## config.mk

```make
export PLATFORM = sky130hd
export DESIGN_NAME = tstream_dec_flat
export DESIGN_NICKNAME = d
export VERILOG_FILES = /design/src/rtl/tstream_dec_if.sv /design/src/rtl/tstream_dec.sv /design/src/flat_wrapper.sv
export SDC_FILE = /design/constraint.sdc
export NUM_CORES = 1
export LEC_CHECK = 0
export ABC_AREA = 1
export CORE_MARGIN = 2
export CORE_UTILIZATION = 60
export CTS_BUF_LIST = sky130_fd_sc_hd__clkbuf_8
export DETAILED_ROUTE_END_ITERATION = 8
export HOLD_SLACK_MARGIN = 0.02
export PLACE_DENSITY = 0.83
export REMOVE_ABC_BUFFERS = 1
export SLEW_MARGIN = 20
export SYNTH_ARGS = -nofsm -noshare
export SYNTH_HDL_FRONTEND = slang
export SYNTH_SLANG_ARGS = --single-unit
```

## constraint.sdc

```tcl
create_clock -name clk -period 4.2 [get_ports clk]
set_input_delay 1.05 -clock clk [delete_from_list [all_inputs] [get_ports clk]]
set_output_delay 1.05 -clock clk [all_outputs]
set_load 0.02 [all_outputs]
```

## src/rtl/tstream_dec_if.sv

```systemverilog
// Handshake and result bundle between a temporal-stream producer and tstream_dec.
interface tstream_dec_if #(
  parameter int unsigned INWD = 8
);
  logic            start;
  logic            iBit;
  logic            iStop;
  logic [INWD:0]   oC;
  logic [INWD:0]   oLen;
  logic            oValid;
  logic            oBusy;

  modport master (
    output start, iBit, iStop,
    input  oC, oLen, oValid, oBusy
  );

  modport slave (
    input  start, iBit, iStop,
    output oC, oLen, oValid, oBusy
  );
endinterface

```

## src/rtl/tstream_dec.sv

```systemverilog
// Temporal bitstream decoder: counts 1s over one window (iStop or 2^INWD cycles)
// and reports the count and window length with a one-cycle valid pulse.
module tstream_dec #(
  parameter int unsigned INWD = 8
) (
  input logic         clk,
  input logic         rst,
  tstream_dec_if.slave bus
);

  localparam logic [INWD:0] Win = {1'b1, {INWD{1'b0}}};
  localparam logic [INWD:0] One = {{INWD{1'b0}}, 1'b1};
  localparam logic [INWD:0] Zero = '0;

  typedef enum logic [1:0] {StIdle, StAcc, StDone} state_e;

  state_e        state_q, state_d;
  logic [INWD:0] ones_q, ones_d;
  logic [INWD:0] cyc_q, cyc_d;
  logic [INWD:0] oc_q, oc_d;
  logic [INWD:0] olen_q, olen_d;

  always_ff @(posedge clk) begin
    if (rst) begin
      state_q <= StIdle;
      ones_q  <= Zero;
      cyc_q   <= Zero;
      oc_q    <= Zero;
      olen_q  <= Zero;
    end else begin
      state_q <= state_d;
      ones_q  <= ones_d;
      cyc_q   <= cyc_d;
      oc_q    <= oc_d;
      olen_q  <= olen_d;
    end
  end

  always_comb begin
    state_d = state_q;
    ones_d  = ones_q;
    cyc_d   = cyc_q;
    oc_d    = oc_q;
    olen_d  = olen_q;
    unique case (state_q)
      StIdle, StDone: begin
        if (bus.start) begin
          state_d = StAcc;
          ones_d  = Zero;
          cyc_d   = Zero;
        end else begin
          state_d = StIdle;
        end
      end
      StAcc: begin
        if (bus.iStop) begin
          // The bit presented alongside iStop is outside the window.
          state_d = StDone;
          oc_d    = ones_q;
          olen_d  = cyc_q;
        end else begin
          ones_d = ones_q + {{INWD{1'b0}}, bus.iBit};
          cyc_d  = cyc_q + One;
          if (cyc_d == Win) begin
            state_d = StDone;
            oc_d    = ones_d;
            olen_d  = cyc_d;
          end
        end
      end
      default: state_d = StIdle;
    endcase
  end

  assign bus.oC     = oc_q;
  assign bus.oLen   = olen_q;
  assign bus.oValid = (state_q == StDone);
  assign bus.oBusy  = (state_q == StAcc);

endmodule

```

## src/flat_wrapper.sv

```systemverilog
// flat-port wrapper written by rule: the top's interface ports become plain ports
module tstream_dec_flat 
#(
  parameter int unsigned INWD = 8
)
  (clk, rst, bus_start, bus_iBit, bus_iStop, bus_oC, bus_oLen, bus_oValid, bus_oBusy);
  tstream_dec_if #(.INWD(INWD)) bus_i ();
  input logic clk;
  input logic rst;
  input wire logic [$bits(bus_i.start)-1:0] bus_start;
  input wire logic [$bits(bus_i.iBit)-1:0] bus_iBit;
  input wire logic [$bits(bus_i.iStop)-1:0] bus_iStop;
  output wire logic [$bits(bus_i.oC)-1:0] bus_oC;
  output wire logic [$bits(bus_i.oLen)-1:0] bus_oLen;
  output wire logic [$bits(bus_i.oValid)-1:0] bus_oValid;
  output wire logic [$bits(bus_i.oBusy)-1:0] bus_oBusy;
  assign bus_i.start = bus_start;
  assign bus_i.iBit = bus_iBit;
  assign bus_i.iStop = bus_iStop;
  assign bus_oC = bus_i.oC;
  assign bus_oLen = bus_i.oLen;
  assign bus_oValid = bus_i.oValid;
  assign bus_oBusy = bus_i.oBusy;
  tstream_dec #(.INWD(INWD)) u_core (.clk(clk), .rst(rst), .bus(bus_i));
endmodule
```

==> impl_metrics.json, run 1 <==
{
  "status": "finished clean",
  "rr_startpoint": "u_core.cyc_q[0]$_SDFFE_PP0P_",
  "reg2reg_slack_ns": 2.09,
  "drt_iter0_drc": 75,
  "hp-class": "reg -> reg",
  "rsz0062_at_grt": "no",
  "slew_headroom": 0.521,
  "critPathRequiredTime_ns": 3.15,
  "layout_common_cells": "118 x nand2_1, 43 x nor2_1, 38 x inv_1, 38 x dfxtp_1, 24 x clkdlybuf4s50_1",
  "vias": 1929,
  "max_freq_mhz": 366,
  "cts_buffer_depth": 2,
  "cap_violations": 0,
  "postCtsResizedCells": 0,
  "ys_seq_elements": 38,
  "finClkSkew_ns": 0.00911,
  "cts_setup_buffers": 0,
  "place_hpwl_um": 2790,
  "ys_seq_area_frac": 0.373,
  "tightest_slew_ns": 0.718,
  "dieArea_um2": 3880,
  "drive_above_1_share": 0.0634,
  "critPathArrivalTime_ns": 1.68,
  "cts_tree": "built",
  "cts_buffers": 5,
  "core_um2": 3310,
  "die_h_um": 62.3,
  "nFillCells": 299,
  "start_util": 0.616,
  "cts.clk_slew.worst_paths_ns": 0.08,
  "drc": 0,
  "port_buffers": 24,
  "area_growth_syn_to_layout_pct": 16.9,
  "grt_usage": 0.250,
  "wl_um": 4200,
  "whs_endpoint": "u_core.cyc_q[3]$_SDFFE_PP0P_",
  "worstSetupStartpointType": "flip-flop",
  "final_common_cell": "nand2_1",
  "placed_cells": 385,
  "layout_setup_ws_ns": 1.47,
  "antenna_found_initial": 0,
  "ctsHoldBuffers": 0,
  "diodes": 0,
  "critPathMaxFanout": 7,
  "cp-startpoint": "u_core.state_q[0]$_SDFFE_PP0P_",
  "syn_area_per_cell_um2": 6.29,
  "final_cell_count_no_fill": 393,
  "setup_viol": 0,
  "finalCriticalPeriod_ns": 2.73,
  "cts_root_buf": "clkbuf_8",
  "die_x_um": 62.3,
  "power_leakage_nw": 1.10,
  "hp-start": "u_core.cyc_q[3]$_SDFFE_PP0P_",
  "slew_viol_final": 0,
  "first_global_vias": 1818,
  "synthCells": 324,
  "fin_nets": 355,
  "cts-htree-levels": 2,
  "power.density_nw_per_um2": 309,
  "power.total_uw": 736,
  "grt_first_pass_wirelength_um": 7800,
  "place_ws_ns": 1.01,
  "peakVddDrop_uv": 232,
  "r2r_cells": 13,
  "grt.overflow.total": 0,
  "drt-pass1-iter-count": 4,
  "setup_tns_ns": 0,
  "hold_viol": 0,
  "clock-sinks": 38,
  "ys_types": 24,
  "grt_max_degree": 36,
  "crit_type": "reg -> out",
  "ys_warn_count": 0,
  "insertion_delay_ns": 0.30,
  "routed_via_density": 4.91,
  "hold_depth": 2,
  "timing.rr.end": "u_core.bus.oLen[7]$_SDFFE_PP0P_",
  "place_congestion": 0.808,
  "pin_count": 25,
  "rows": 21,
  "ant_nets": 0,
  "post_drt_wl_per_cell_um": 10.7,
  "netlist_area_um2": 2040,
  "worst_setup_path_end_kind": "primary output",
  "final.period_utilization": 0.650
}
## cell usage after synthesis
cell / n / area, µm²
buf_2: 1 / 5.00
nand4_1: 2 / 12.5
xnor2_1: 1 / 8.76
inv_1: 37 / 139
nor3_1: 2 / 10.0
nor2_2: 5 / 31.3
ha_1: 4 / 50.1
o21ai_1: 2 / 10.0
o21ai_0: 13 / 65.1
nand2_1: 118 / 443
buf_6: 2 / 22.5
xor2_1: 7 / 61.3
nand2_2: 2 / 12.5
nand3_2: 1 / 10.0
dfxtp_1: 38 / 761
o21bai_1: 1 / 7.51
inv_2: 1 / 3.75
a21oi_1: 17 / 85.1
buf_4: 2 / 15.0
a31o_2: 1 / 8.76
nand2_4: 1 / 11.3
clkbuf_1: 7 / 26.3
nor2_1: 44 / 165
nand3_1: 15 / 75.1
## power by group
group / total, mW / internal [mW] / switching, mW / leakage [nW]
Sequential: 0.379 / 0.372 / 0.00670 / 0.309
Clock: 0.261 / 0.130 / 0.131 / 0.0524
Combinational: 0.0962 / 0.0367 / 0.0594 / 0.743
Total: 0.736 / 0.539 / 0.197 / 1.10
## sequential cells by signal, summed over array words and instances, names as in the netlist
signal           flops
u_core.bus.oLen      9
u_core.state_q       2
u_core.ones_q        9
u_core.cyc_q         9
u_core.bus.oC        9
## per-stage QoR
stage                     hold WS (ns)  utilization  area [µm²]
final                            0.497        0.720        2380
after global routing             0.524        0.720        2380
after CTS                        0.497        0.720        2380
after detailed placement         0.485        0.692        2290
after global placement           0.470        0.692        2290
after floorplan                  0.453            -        1970
## critical path, stage by stage, from the launching register on
cell             delay, ns
dfxtp_1               0.33
inv_1                 0.08
nor2_2                0.29
clkdlybuf4s50_1       0.67
## how the worst max path moves through the flow
| stage | endpoint | slack, ns | cells after the start |
|---|---|---|---|
| floorplan | u_core.state_q[0]$_SDFFE_PP0P_ | 1.35 | 6 |
| global placement | u_core.state_q[0]$_SDFFE_PP0P_ | 1.03 | 7 |
| detailed placement | u_core.state_q[0]$_SDFFE_PP0P_ | 1.01 | 7 |
| CTS | u_core.state_q[0]$_SDFFE_PP0P_ | 1.28 | 7 |
| global route | u_core.bus.oC[7]$_SDFFE_PP0P_ | 1.30 | 7 |
| finish | bus_oBusy | 1.47 | 3 |
## area by class of cell
type                       instances  area, µm²  share of cell area
inverter                          38        143              0.0598
clock buffer                       6       82.6              0.0346
sequential                        38        761               0.319
multi-input combinational        236       1070               0.449
timing repair buffer              27        263               0.110
clock inverter                     2       8.76             0.00367
tap                               46       57.6              0.0241
## kinds of logic (layout without fill, tap and decap cells)
logic type,after synthesis,after routing,synth area share
and+or+nand+nor,190,190,0.378
xor gates and xnor gates,8,8,0.0344
buffers and inverters,50,73,0.104
AOI/OAI and AO/OA,34,34,0.0865
adders and majority gates,4,4,0.0245
DFF,38,38,0.373
## metal layers
metal | routed length, µm | global-route usage | vias to the layer above | share of wire
met3 | 243 | 0.0453 | 5 | 0.058
met2 | 1910 | 0.416 | 41 | 0.46
li1 | - | - | 1033 | -
met5 | 0 | 0 | - | 0
met4 | 60 | 0.119 | 0 | 0.014
met1 | 1980 | 0.315 | 850 | 0.47
(Power assumes the default switching activity.)
==> run 2, diff against run 1 <==
CORE_UTILIZATION = 52   (was 60)
PLACE_DENSITY = 0.76   (was 0.83)
clock period = 2.5 ns   (was 4.2 ns; I/O delays follow)
==> impl_metrics.json, run 2 (synthesized netlist as in run 1, its figures left out) <==
{
  "cts_buffer_depth": 2,
  "vias": 1913,
  "worstSetupStartpointType": "input port",
  "final_common_cell": "nand2_1",
  "power.density_nw_per_um2": 494,
  "cts_buffers": 5,
  "setup_viol": 0,
  "layout_setup_ws_ns": 0.331,
  "place_hpwl_um": 2830,
  "hold_viol": 0,
  "slew_viol_final": 0,
  "cts_root_buf": "clkbuf_8",
  "placed_area_um2": 2330,
  "ant_nets": 0,
  "pin_count": 25,
  "power_leakage_nw": 1.12,
  "core_um2": 3720,
  "worst_setup_path_end_kind": "flip-flop",
  "post_drt_wl_per_cell_um": 10.5,
  "critPathArrivalTime_ns": 2.40,
  "cts.clk_slew.worst_paths_ns": 0.06,
  "tightest_slew_ns": 0.417,
  "setup_tns_ns": 0,
  "hold_depth": 2,
  "grt_first_pass_wirelength_um": 7480,
  "drt_iter0_drc": 99,
  "status": "finished clean",
  "peakVddDrop_uv": 323,
  "reg2reg_slack_ns": 0.40,
  "insertion_delay_ns": 0.29,
  "start_util": 0.549,
  "die_h_um": 66.6,
  "cts_tree": "built",
  "final_cell_count_no_fill": 399,
  "finClkSkew_ns": 0.00595,
  "crit_type": "in -> reg",
  "wl_um": 4190,
  "placed_cells": 392,
  "critPathMaxFanout": 4,
  "cts_setup_buffers": 0,
  "place_congestion": 0.877,
  "critPathRequiredTime_ns": 2.73,
  "drt-pass1-iter-count": 5,
  "fin_nets": 360,
  "grt_usage": 0.217,
  "cap_violations": 0,
  "hp-class": "reg -> reg",
  "grt.overflow.total": 0,
  "cts-htree-levels": 2,
  "first_global_vias": 1789,
  "final.period_utilization": 0.868,
  "layout_common_cells": "118 x nand2_1, 44 x nor2_1, 39 x inv_1, 38 x dfxtp_1, 24 x clkdlybuf4s50_1",
  "max_freq_mhz": 461,
  "diodes": 0,
  "area_growth_syn_to_layout_pct": 18.0,
  "antenna_found_initial": 0,
  "post-route-cell-area_um2": 2410,
  "clock-sinks": 38,
  "drc": 0,
  "place_ws_ns": 0.112,
  "r2r_cells": 12,
  "drive_above_1_share": 0.0684,
  "fin_util": 0.648,
  "ctsHoldBuffers": 0,
  "dieArea_um2": 4440,
  "die_x_um": 66.6,
  "grt_max_degree": 36,
  "rsz0062_at_grt": "no",
  "postCtsResizedCells": 0,
  "rows": 22,
  "port_buffers": 24,
  "finalCriticalPeriod_ns": 2.17,
  "slew_headroom": 0.722,
  "routed_via_density": 4.79
}
[run 2: cell types whose count changed in the layout (fill, tap and decap cells not counted)]
cell / delta
clkbuf_8: -1
inv_1: +1
nor2_1: +1
clkinv_2: -1
buf_4: +5
nor2_2: -1
[run 2: metal layers]
metal,vias to the layer above,wire length [µm],track usage
met3,2,220,0.0541
li1,1045,-,-
met5,-,0,0
met4,0,25,0.0740
met2,41,1880,0.368
met1,825,2060,0.267
[run 2: where the power goes]
part | switching, mW | leakage (nW) | internal, mW
combinational | 0.103 | 0.767 | 0.0688
sequential | 0.0109 | 0.309 | 0.625
clock | 0.199 | 0.0466 | 0.184
[run 2: final timing paths]
| path | from | end |
|---|---|---|
| worst min-delay path | u_core.ones_q[7]$_SDFFE_PP0P_ | u_core.ones_q[7]$_SDFFE_PP0P_ |
| worst min register to register | u_core.ones_q[7]$_SDFFE_PP0P_ | u_core.ones_q[7]$_SDFFE_PP0P_ |
| worst max register to register | u_core.cyc_q[0]$_SDFFE_PP0P_ | u_core.bus.oLen[3]$_SDFFE_PP0P_ |
| worst max-delay path | bus_iBit | u_core.bus.oC[8]$_SDFFE_PP0P_ |
[run 2: per-stage QoR]
| stage | power [mW] | hold slack, ns |
|---|---|---|
| 2_1_floorplan | 0.741 | 0.453 |
| 3_3_place_gp | 0.819 | 0.475 |
| 3_5_place_dp | 0.821 | 0.473 |
| 4_1_cts | 1.20 | 0.498 |
| 5_1_grt | 1.25 | 0.519 |
| 6_report | 1.19 | 0.495 |
[run 2: cell type report]
class / instances / area, µm²
Inverter: 38 / 143
Tap cell: 48 / 60.1
Clock buffer: 5 / 68.8
Sequential cell: 38 / 761
Multi-Input combinational cell: 236 / 1070
Timing Repair Buffer: 32 / 300
Clock inverter: 2 / 7.51
Fill cell: 373 / 1310
[run 2: worst max-delay path, stage by stage]
cell and delay, ns:
clkdlybuf4s50_1 0.48, ha_1 0.19, ha_1 0.24, nand3_1 0.16
nor3_1 0.24, xor2_1 0.20, nand2_1 0.07, nand2_1 0.06
nor2_1 0.04, nor2_1 0.10
